[src/rtl/channel_sweep_ctrl.sv]
// channel_sweep_ctrl: bounded sweep sequencer for the NVM flash channel model.
// Issues num_cells voltage levels (round-robin or LFSR) to the channel model,
// tags each one through a delay line matched to the model latency, and
// collects per-level retention-voltage statistics (count, sum, min, max).
//
// level_valid/level_out handshake: valid-only, no backpressure. The model
// must accept a level on every cycle that level_valid is high. model_vout is
// qualified by model_rtn_done only in the cycle the matching tag emerges from
// the delay line; it is ignored in every other cycle.
module channel_sweep_ctrl #(
    parameter int          PIPE_LAT  = 30,
    parameter int          CNT_W     = 20,
    parameter int          VOUT_W    = 16,
    parameter logic [15:0] LFSR_SEED = 16'hACE1
) (
    input  logic                    clk,
    input  logic                    reset,
    input  logic                    start,
    input  logic                    mode,
    input  logic [CNT_W-1:0]        num_cells,
    output logic [1:0]              level_out,
    output logic                    level_valid,
    input  logic [VOUT_W-1:0]       model_vout,
    input  logic                    model_rtn_done,
    output logic                    sample_valid,
    output logic [1:0]              sample_level,
    output logic [VOUT_W-1:0]       sample_vout,
    output logic                    busy,
    output logic                    done,
    output logic [CNT_W-1:0]        miss_cnt,
    input  logic [1:0]              stat_sel,
    output logic [CNT_W-1:0]        stat_count,
    output logic [VOUT_W+CNT_W-1:0] stat_sum,
    output logic [VOUT_W-1:0]       stat_min,
    output logic [VOUT_W-1:0]       stat_max,
    output logic [1:0]              state_dbg
);

    localparam int SUM_W = VOUT_W + CNT_W;

    typedef enum logic [1:0] {
        S_IDLE  = 2'd0,
        S_ISSUE = 2'd1,
        S_DRAIN = 2'd2,
        S_DONE  = 2'd3
    } state_t;

    state_t             state, state_nxt;
    logic [CNT_W-1:0]   n_lat;
    logic               mode_lat;
    logic [CNT_W-1:0]   issue_cnt;
    logic [CNT_W-1:0]   collect_cnt;
    logic [1:0]         rr_lvl;
    logic [15:0]        lfsr;

    // Delay line; stage 0 doubles as the registered level_out/level_valid.
    logic               dl_v [PIPE_LAT];
    logic [1:0]         dl_l [PIPE_LAT];

    logic [CNT_W-1:0]   st_cnt [4];
    logic [SUM_W-1:0]   st_sum [4];
    logic [VOUT_W-1:0]  st_min [4];
    logic [VOUT_W-1:0]  st_max [4];

    logic               sweep_go;
    logic               issue_fire;
    logic               last_issue;
    logic               cap_v;
    logic [1:0]         cap_l;
    logic               last_capture;
    logic [1:0]         issue_lvl;
    logic               lfsr_fb;

    // Control decodes shared by the FSM and the datapath.
    always_comb begin
        sweep_go     = (state == S_IDLE) && start;
        issue_fire   = (state == S_ISSUE);
        last_issue   = issue_fire && (issue_cnt == n_lat - CNT_W'(1));
        cap_v        = dl_v[PIPE_LAT-1];
        cap_l        = dl_l[PIPE_LAT-1];
        last_capture = (state == S_DRAIN) && cap_v && (collect_cnt == n_lat - CNT_W'(1));
        issue_lvl    = mode_lat ? lfsr[1:0] : rr_lvl;
        lfsr_fb      = lfsr[0] ^ lfsr[2] ^ lfsr[3] ^ lfsr[5];
    end

    // FSM state register.
    always_ff @(posedge clk or negedge reset) begin
        if (!reset) state <= S_IDLE;
        else        state <= state_nxt;
    end

    // FSM next-state and status outputs.
    always_comb begin
        state_nxt = state;
        busy      = 1'b0;
        done      = 1'b0;
        state_dbg = state;
        case (state)
            S_IDLE: begin
                if (start) state_nxt = (num_cells == '0) ? S_DONE : S_ISSUE;
            end
            S_ISSUE: begin
                busy = 1'b1;
                if (last_issue) state_nxt = S_DRAIN;
            end
            S_DRAIN: begin
                busy = 1'b1;
                if (last_capture) state_nxt = S_DONE;
            end
            S_DONE: begin
                done      = 1'b1;
                state_nxt = S_IDLE;
            end
            default: state_nxt = S_IDLE;
        endcase
    end

    // Sweep setup latch, issue counter and level generators.
    always_ff @(posedge clk or negedge reset) begin
        if (!reset) begin
            n_lat     <= '0;
            mode_lat  <= 1'b0;
            issue_cnt <= '0;
            rr_lvl    <= 2'd0;
            lfsr      <= LFSR_SEED;
        end else if (sweep_go) begin
            n_lat     <= num_cells;
            mode_lat  <= mode;
            issue_cnt <= '0;
            rr_lvl    <= 2'd0;
        end else if (issue_fire) begin
            issue_cnt <= issue_cnt + CNT_W'(1);
            if (mode_lat) lfsr   <= {lfsr_fb, lfsr[15:1]};
            else          rr_lvl <= rr_lvl + 2'd1;
        end
    end

    // Tag delay line: a cell's tag reaches the last stage in the cycle the
    // model presents that cell's retention voltage.
    always_ff @(posedge clk or negedge reset) begin
        if (!reset) begin
            for (int j = 0; j < PIPE_LAT; j++) begin
                dl_v[j] <= 1'b0;
                dl_l[j] <= 2'd0;
            end
        end else begin
            dl_v[0] <= issue_fire;
            dl_l[0] <= issue_fire ? issue_lvl : 2'd0;
            for (int j = 1; j < PIPE_LAT; j++) begin
                dl_v[j] <= dl_v[j-1];
                dl_l[j] <= dl_l[j-1];
            end
        end
    end

    assign level_valid = dl_v[0];
    assign level_out   = dl_l[0];

    // Capture, miss counting and per-level statistics.
    always_ff @(posedge clk or negedge reset) begin
        if (!reset) begin
            collect_cnt  <= '0;
            miss_cnt     <= '0;
            sample_valid <= 1'b0;
            sample_level <= 2'd0;
            sample_vout  <= '0;
            for (int i = 0; i < 4; i++) begin
                st_cnt[i] <= '0;
                st_sum[i] <= '0;
                st_min[i] <= '1;
                st_max[i] <= '0;
            end
        end else if (sweep_go) begin
            collect_cnt  <= '0;
            miss_cnt     <= '0;
            sample_valid <= 1'b0;
            for (int i = 0; i < 4; i++) begin
                st_cnt[i] <= '0;
                st_sum[i] <= '0;
                st_min[i] <= '1;
                st_max[i] <= '0;
            end
        end else begin
            sample_valid <= 1'b0;
            if (cap_v) begin
                collect_cnt <= collect_cnt + CNT_W'(1);
                if (model_rtn_done) begin
                    sample_valid  <= 1'b1;
                    sample_level  <= cap_l;
                    sample_vout   <= model_vout;
                    st_cnt[cap_l] <= st_cnt[cap_l] + CNT_W'(1);
                    st_sum[cap_l] <= st_sum[cap_l] + SUM_W'(model_vout);
                    if (model_vout < st_min[cap_l]) st_min[cap_l] <= model_vout;
                    if (model_vout > st_max[cap_l]) st_max[cap_l] <= model_vout;
                end else begin
                    miss_cnt <= miss_cnt + CNT_W'(1);
                end
            end
        end
    end

    assign stat_count = st_cnt[stat_sel];
    assign stat_sum   = st_sum[stat_sel];
    assign stat_min   = st_min[stat_sel];
    assign stat_max   = st_max[stat_sel];

endmodule

[config.mk]
export PLATFORM = sky130hd
export DESIGN_NAME = channel_sweep_ctrl
export DESIGN_NICKNAME = d
export VERILOG_FILES = /design/src/rtl/channel_sweep_ctrl.sv
export SDC_FILE = /design/constraint.sdc
export NUM_CORES = 1
export LEC_CHECK = 0
export CAP_MARGIN = 15
export CORE_ASPECT_RATIO = 0.6
export CORE_MARGIN = 4
export CORE_UTILIZATION = 54
export DETAILED_ROUTE_END_ITERATION = 16
export GPL_TIMING_DRIVEN = 0
export PLACE_DENSITY = 0.83
export SYNTH_ARGS = -nofsm -noshare
export SYNTH_HDL_FRONTEND = slang
export SYNTH_SLANG_ARGS = --single-unit
[constraint.sdc]
create_clock -name clk -period 4.7 [get_ports clk]
set_input_delay 1.175 -clock clk [delete_from_list [all_inputs] [get_ports clk]]
set_output_delay 1.175 -clock clk [all_outputs]
set_load 0.05 [all_outputs]
; Word-level counts from Yosys, hierarchy flattened
; Cells that the tools add are included.
; Widths: inputs -> output; s select.
[op_classes]
n_addsub = 7
order_cmp = 5
n_eq_ne = 10
n_mux = 70
bitwise_logic = 6
reduce_logical = 21
[ops]
columns = operator, n
row1 = $mux 64, 8
row2 = $mux 144, 3
row3 = $mux 20, 12
row4 = $mux 80, 3
row5 = $mux 36, 5
row6 = $bmux 36 s2, 2
row7 = $bwmux 144, 1
row8 = $mux 16, 9
row9 = $bmux 16 s2, 4
row10 = $bwmux 64, 2
row11 = $add 20x1->20 const B, 4
row12 = $bmux 20 s2, 2
row13 = $bwmux 80, 1
row14 = $demux 36 s2, 1
row15 = $demux 20 s2, 1
row16 = $eq 20x20->1, 2
row17 = $add 36x16->36, 1
row18 = $demux 16 s2, 1
row19 = $logic_not 20->1, 1
row20 = $sub 20x1->20 const B, 1
row21 = $mux 2, 9
row22 = $gt 16x16->1, 1
row23 = $lt 16x16->1, 1
row24 = $reduce_and 3->1, 5
row25 = other kinds (17), 39
[totals]
regBits = 562
input_bits = 43
elab_cells = 206

; Depth between registers and ports, before layout
[depth]
word_depth = 10
depth_mapped = 19
depth_no_buf = 11

; Worst setup path after synthesis
; No wires, ideal clock.
[synth_timing]
path_type = register -> register
start = reg dl_l, in the netlist cap_l[1]
end = reg st_max[10] in the netlist's numbering
arrival_time_ps = 4389
path_slack_ps = 245
path_stages_with_launch = 20
n_path_buf = 8
synth_period_minus_slack_ps = 4455
path_cell_list = dfrtp_1 buf_2 buf_2 buf_2 buf_2 buf_4 buf_2 clkbuf_1 mux4_2 inv_1 ha_1 a21o_1 a21o_1 a21oi_1 o221ai_1 o221a_1 o31a_1 a21oi_1 clkbuf_1 a22o_1
[synth_between]
elab_chain_cells = 10
elab_cells_between_ends = 17
classes_between = 3 x order compare / 10 x mux / 1 x bitwise / 3 x reduce/logical
[synth_rtl]
columns = element, line
row1 = from (decl), 58  ; logic [1:0] dl_l [PIPE_LAT];
row2 = "from (signal, indexed assignment)", 151  ; dl_l[j] <= dl_l[j-1];
row3 = $not 2->3 (not written as such) *, 194  ; if (model_vout > st_max[cap_l]) st_max[cap_l] <= model_vout;
row4 = branches (longest 9 deep; another with $gt 16x16->1), -
row5 = "to (signal, indexed assignment)", 171  ; st_max[i] <= '0;
row6 = "to (signal, indexed assignment)", 181  ; st_max[i] <= '0;
row7 = to (decl), 63  ; logic [VOUT_W-1:0] st_max [4];
; Mark *: on every way between the ends. The select of a mux whose other input is x is not followed.
; A chain may end at the register's enable or synchronous reset.

; Worst setup path after layout
[layout_timing]
start = in stat_sel[1]
end = out stat_max[2]
[layout_between]
elab_chain_cells = 4
[layout_rtl]
columns = element, line
row1 = from (decl), 31  ; input logic [1:0] stat_sel,
row2 = $not 2->3 (not written as such), 205  ; assign stat_max = st_max[stat_sel];
row3 = $bmux 16 s2, 205
row4 = $mux 16 (not written as such) (2 in a row), 205
row5 = to (decl), 35  ; output logic [VOUT_W-1:0] stat_max,
; Every way passes these cells. The select of a mux whose other input is x is not followed.

==> impl_metrics.tcl <==
set metrics [dict create \
    mappedNetlistArea_sq_um 28400 \
    hold_violations 0 \
    fillers 3670 \
    syn_avg_cell_area_sq_um 11.4 \
    cp_max_fo 10 \
    fmax_mhz 215 \
    nets 2837 \
    min_from "dl_v[2]" \
    synth_warnings 0 \
    ys_seq_area_share_pct 49.8 \
    detail-route-antenna-nets 0 \
    cts.clk_slew.worst_paths_ps 70 \
    clock-sinks 562 \
    rows 64 \
    setup_viol 0 \
    crit_path_end_kind "output pin" \
    vdd_drop_max_v 0.000390 \
    hold_slack_ps 337 \
    firstDrtPassIters 6 \
    die_width_microns 304 \
    synth_flop_cell "dfrtp_1" \
    clock_skew_ps 17.2 \
    utilization_pct 64.8 \
    slew-limit-headroom_pct 23.3 \
    ios 177 \
    track_usage_pct 30.8 \
    seqPwrFrac_pct 36.1 \
    worstPathCellList "clkbuf_2, clkbuf_2, clkbuf_2, mux4_2, clkdlybuf4s50_1" \
    leakagePower_nw 14.1 \
    io_buffers 174 \
    power_density_nw_per_um2 576 \
    seq_area_sq_um 14200 \
    crit_slowest_cell "clkdlybuf4s50_1" \
    start_util_pct 55.2 \
    syn_nets 2597 \
    clk_path_buf_depth 3 \
    h-tree-depth 2 \
    min_period_ps 4650 \
    dp_hpwl_microns 61800 \
    combPwrFrac_pct 40.7 \
    ys_async_sr_fraction_pct 100 \
    grt_pass1_wl_microns 136000 \
    grt_pass1_vias 23500 \
    cp_num_buf_inv 4 \
    antenna_found_initial 3 \
    die_area_sq_um 56500 \
    grt_max_degree 123 \
    cpPeakStageDelay_ps 720 \
    worstMarginPinSlew_ps 1150 \
    finalMaxSlewViolations 0 \
    crit_path_frequent_cell "clkbuf_2" \
    outcome "finished clean" \
    required_ps 3520 \
    core_sq_um 51500 \
    startpoint "stat_sel[1]" \
    place_congestion 0.964 \
    wl_per_cell_microns 25.0 \
    synth-seq-cells 562 \
    p_clk_share_pct 23.2 \
    clock-root-buffer "clkbuf_16" \
    cts_tree "yes" \
    p_int_mw 11.5 \
    swShare_pct 40.0 \
    cap_violations 0 \
    worstHoldPathType "reg2reg" \
    drc_errors 0 \
    crit_arrival_ps 3480 \
    crit_family "buffers and inverters" \
    drive_gt1_share_pct 17.7 \
    worst_setup_path_start_kind "primary input" \
    viasPerCell 6.60 \
    fp.dieH_microns 186 \
    multi_input_area_sq_um 13400 \
    critical_path_class "in2out" \
    rsz0062_at_grt "false" \
    synth_edf_count 0 \
    p_switching_mw 7.69 \
    syn_to_final_growth_pct 17.4 \
    via_count 22900 \
    grt.overflow.total 0 \
    r2r_start "cap_l[1]" \
    clk_latency_ps 610 \
    postSynthCellCount 2496 \
    cts_buffers 52 \
    wirelength_microns 86900 \
    yosysUniqueCellTypes 84 \
    drtIter0Drc 2902 \
    period_share_pct 99.0 \
]
[through the flow]
stage	cell area (sq um)	power [mW]	setup TNS [ps]	setup WS [ps]	cells
final	33400	19.2	0	49.2	3472
after global routing	33400	20.0	0	1.46	3472
after global placement	31000	14.1	-	-21000	3363
after detailed placement	31100	14.4	-365610	-1860	3367
after CTS	33300	19.0	0	6.68	3469
after floorplan	28400	11.9	0	245	2496
[layout by cell type (no fill, tap or decap), drive strengths merged, types with 57 or more instances in the layout]
master	count
dfrtp	490
nand2	343
clkbuf	184
o21ai	178
mux4	174
clkdlybuf4s50	171
nor2	171
a22o	128
a21oi	105
nor3	81
xnor2	78
buf	74
dfstp	72
xor2	70
inv	60
ha	57
[repair_timing]
action	in CTS	in global routing
pin swaps	8	1
setup endpoints to repair	352	201
hold buffers	0	0
setup buffers	9	3
gates resized for setup	107	10
[kinds of logic (layout without fill, tap and decap cells)]
group / after synthesis / count (layout) / synth area share [%]
adder cells (fa/ha/maj): 59 / 59 / 2.62
other: 0 / 1 / 0
XOR/XNOR: 150 / 150 / 4.75
buffers and inverters: 237 / 519 / 3.55
flip-flops: 562 / 562 / 49.8
AND/OR/NAND/NOR: 774 / 774 / 12.4
AO/OA/AOI/OAI: 507 / 507 / 11.8
multiplexers: 207 / 207 / 15.0
[power groups by stage]
stage	Combinational, mW	Clock [mW]	Sequential (mW)
6_report	7.82	4.46	6.94
5_1_grt	8.29	4.70	7.05
4_1_cts	7.63	4.48	6.89
3_5_place_dp	7.41	0	6.96
3_3_place_gp	7.19	0	6.88
2_1_floorplan	4.85	0	7.03
[worst reg2reg max path: cells and delay by family (launching register included)]
kind                       cells  cell delay (ps)
xor gates and xnor gates       1              150
AOI/OAI and AO/OA              5             1170
buffers and inverters          5             1480
and+or+nand+nor                2              570
DFF                            1              360
adders and majority gates      1              370
muxes                          1              410
[synth_stat cells (all sizes together), types with 15 or more instances]
library cell	instances	area (sq um)
dfrtp	490	12300
nand2	343	1290
o21ai	178	891
mux4	174	3920
nor2	171	647
a22o	128	1120
clkbuf	114	428
a21oi	105	526
nor3	81	432
xnor2	78	691
dfstp	72	1890
xor2	70	613
buf	66	368
ha	57	713
inv	57	214
nand3	39	205
nand4	31	206
a21o	18	135
mux2	18	203
and3	17	106
nor4	17	119
or3	17	106
mux2i	15	150
[per-layer routing]
metal | share of wire (%) | track usage, %
met3 | 14 | 10.3
met5 | 0.026 | 0
met2 | 44 | 46.1
met4 | 3.6 | 10.6
met1 | 39 | 42.7
[worst paths after layout]
check                                      to  slack, ps  cells past startpoint
worst max-delay path              stat_max[2]         50                      5
worst min-delay path                  dl_v[1]        340                      0
worst max register to register    st_sum[124]         80                     15
worst min register to register        dl_v[1]        340                      0
max in group asynchronous       issue_cnt[16]       2520                      3
min in group asynchronous         st_sum[134]        600                      1
[cell type report]
cell class / instances / area share, %
Sequential cell: 562 / 42.4
Multi-Input combinational cell: 1697 / 40.3
Timing Repair Buffer: 190 / 5.84
Clock buffer: 71 / 4.41
Buffer: 176 / 2.86
Tap cell: 693 / 2.60
Clock inverter: 25 / 0.923
Inverter: 57 / 0.641
Antenna cell: 1 / 0.00750
[registers in the layout, summed over array words and instances (netlist names), 2 cells and up]
signal,count
cap_l,2
collect_cnt,20
dl_l,56
dl_v,28
issue_cnt,20
level_out,2
lfsr,16
miss_cnt,20
n_lat,20
rr_lvl,2
sample_level,2
sample_vout,16
st_cnt,80
st_max,64
st_min,64
st_sum,144
state_dbg,2
Note: power is estimated with default switching activity, not from simulation.
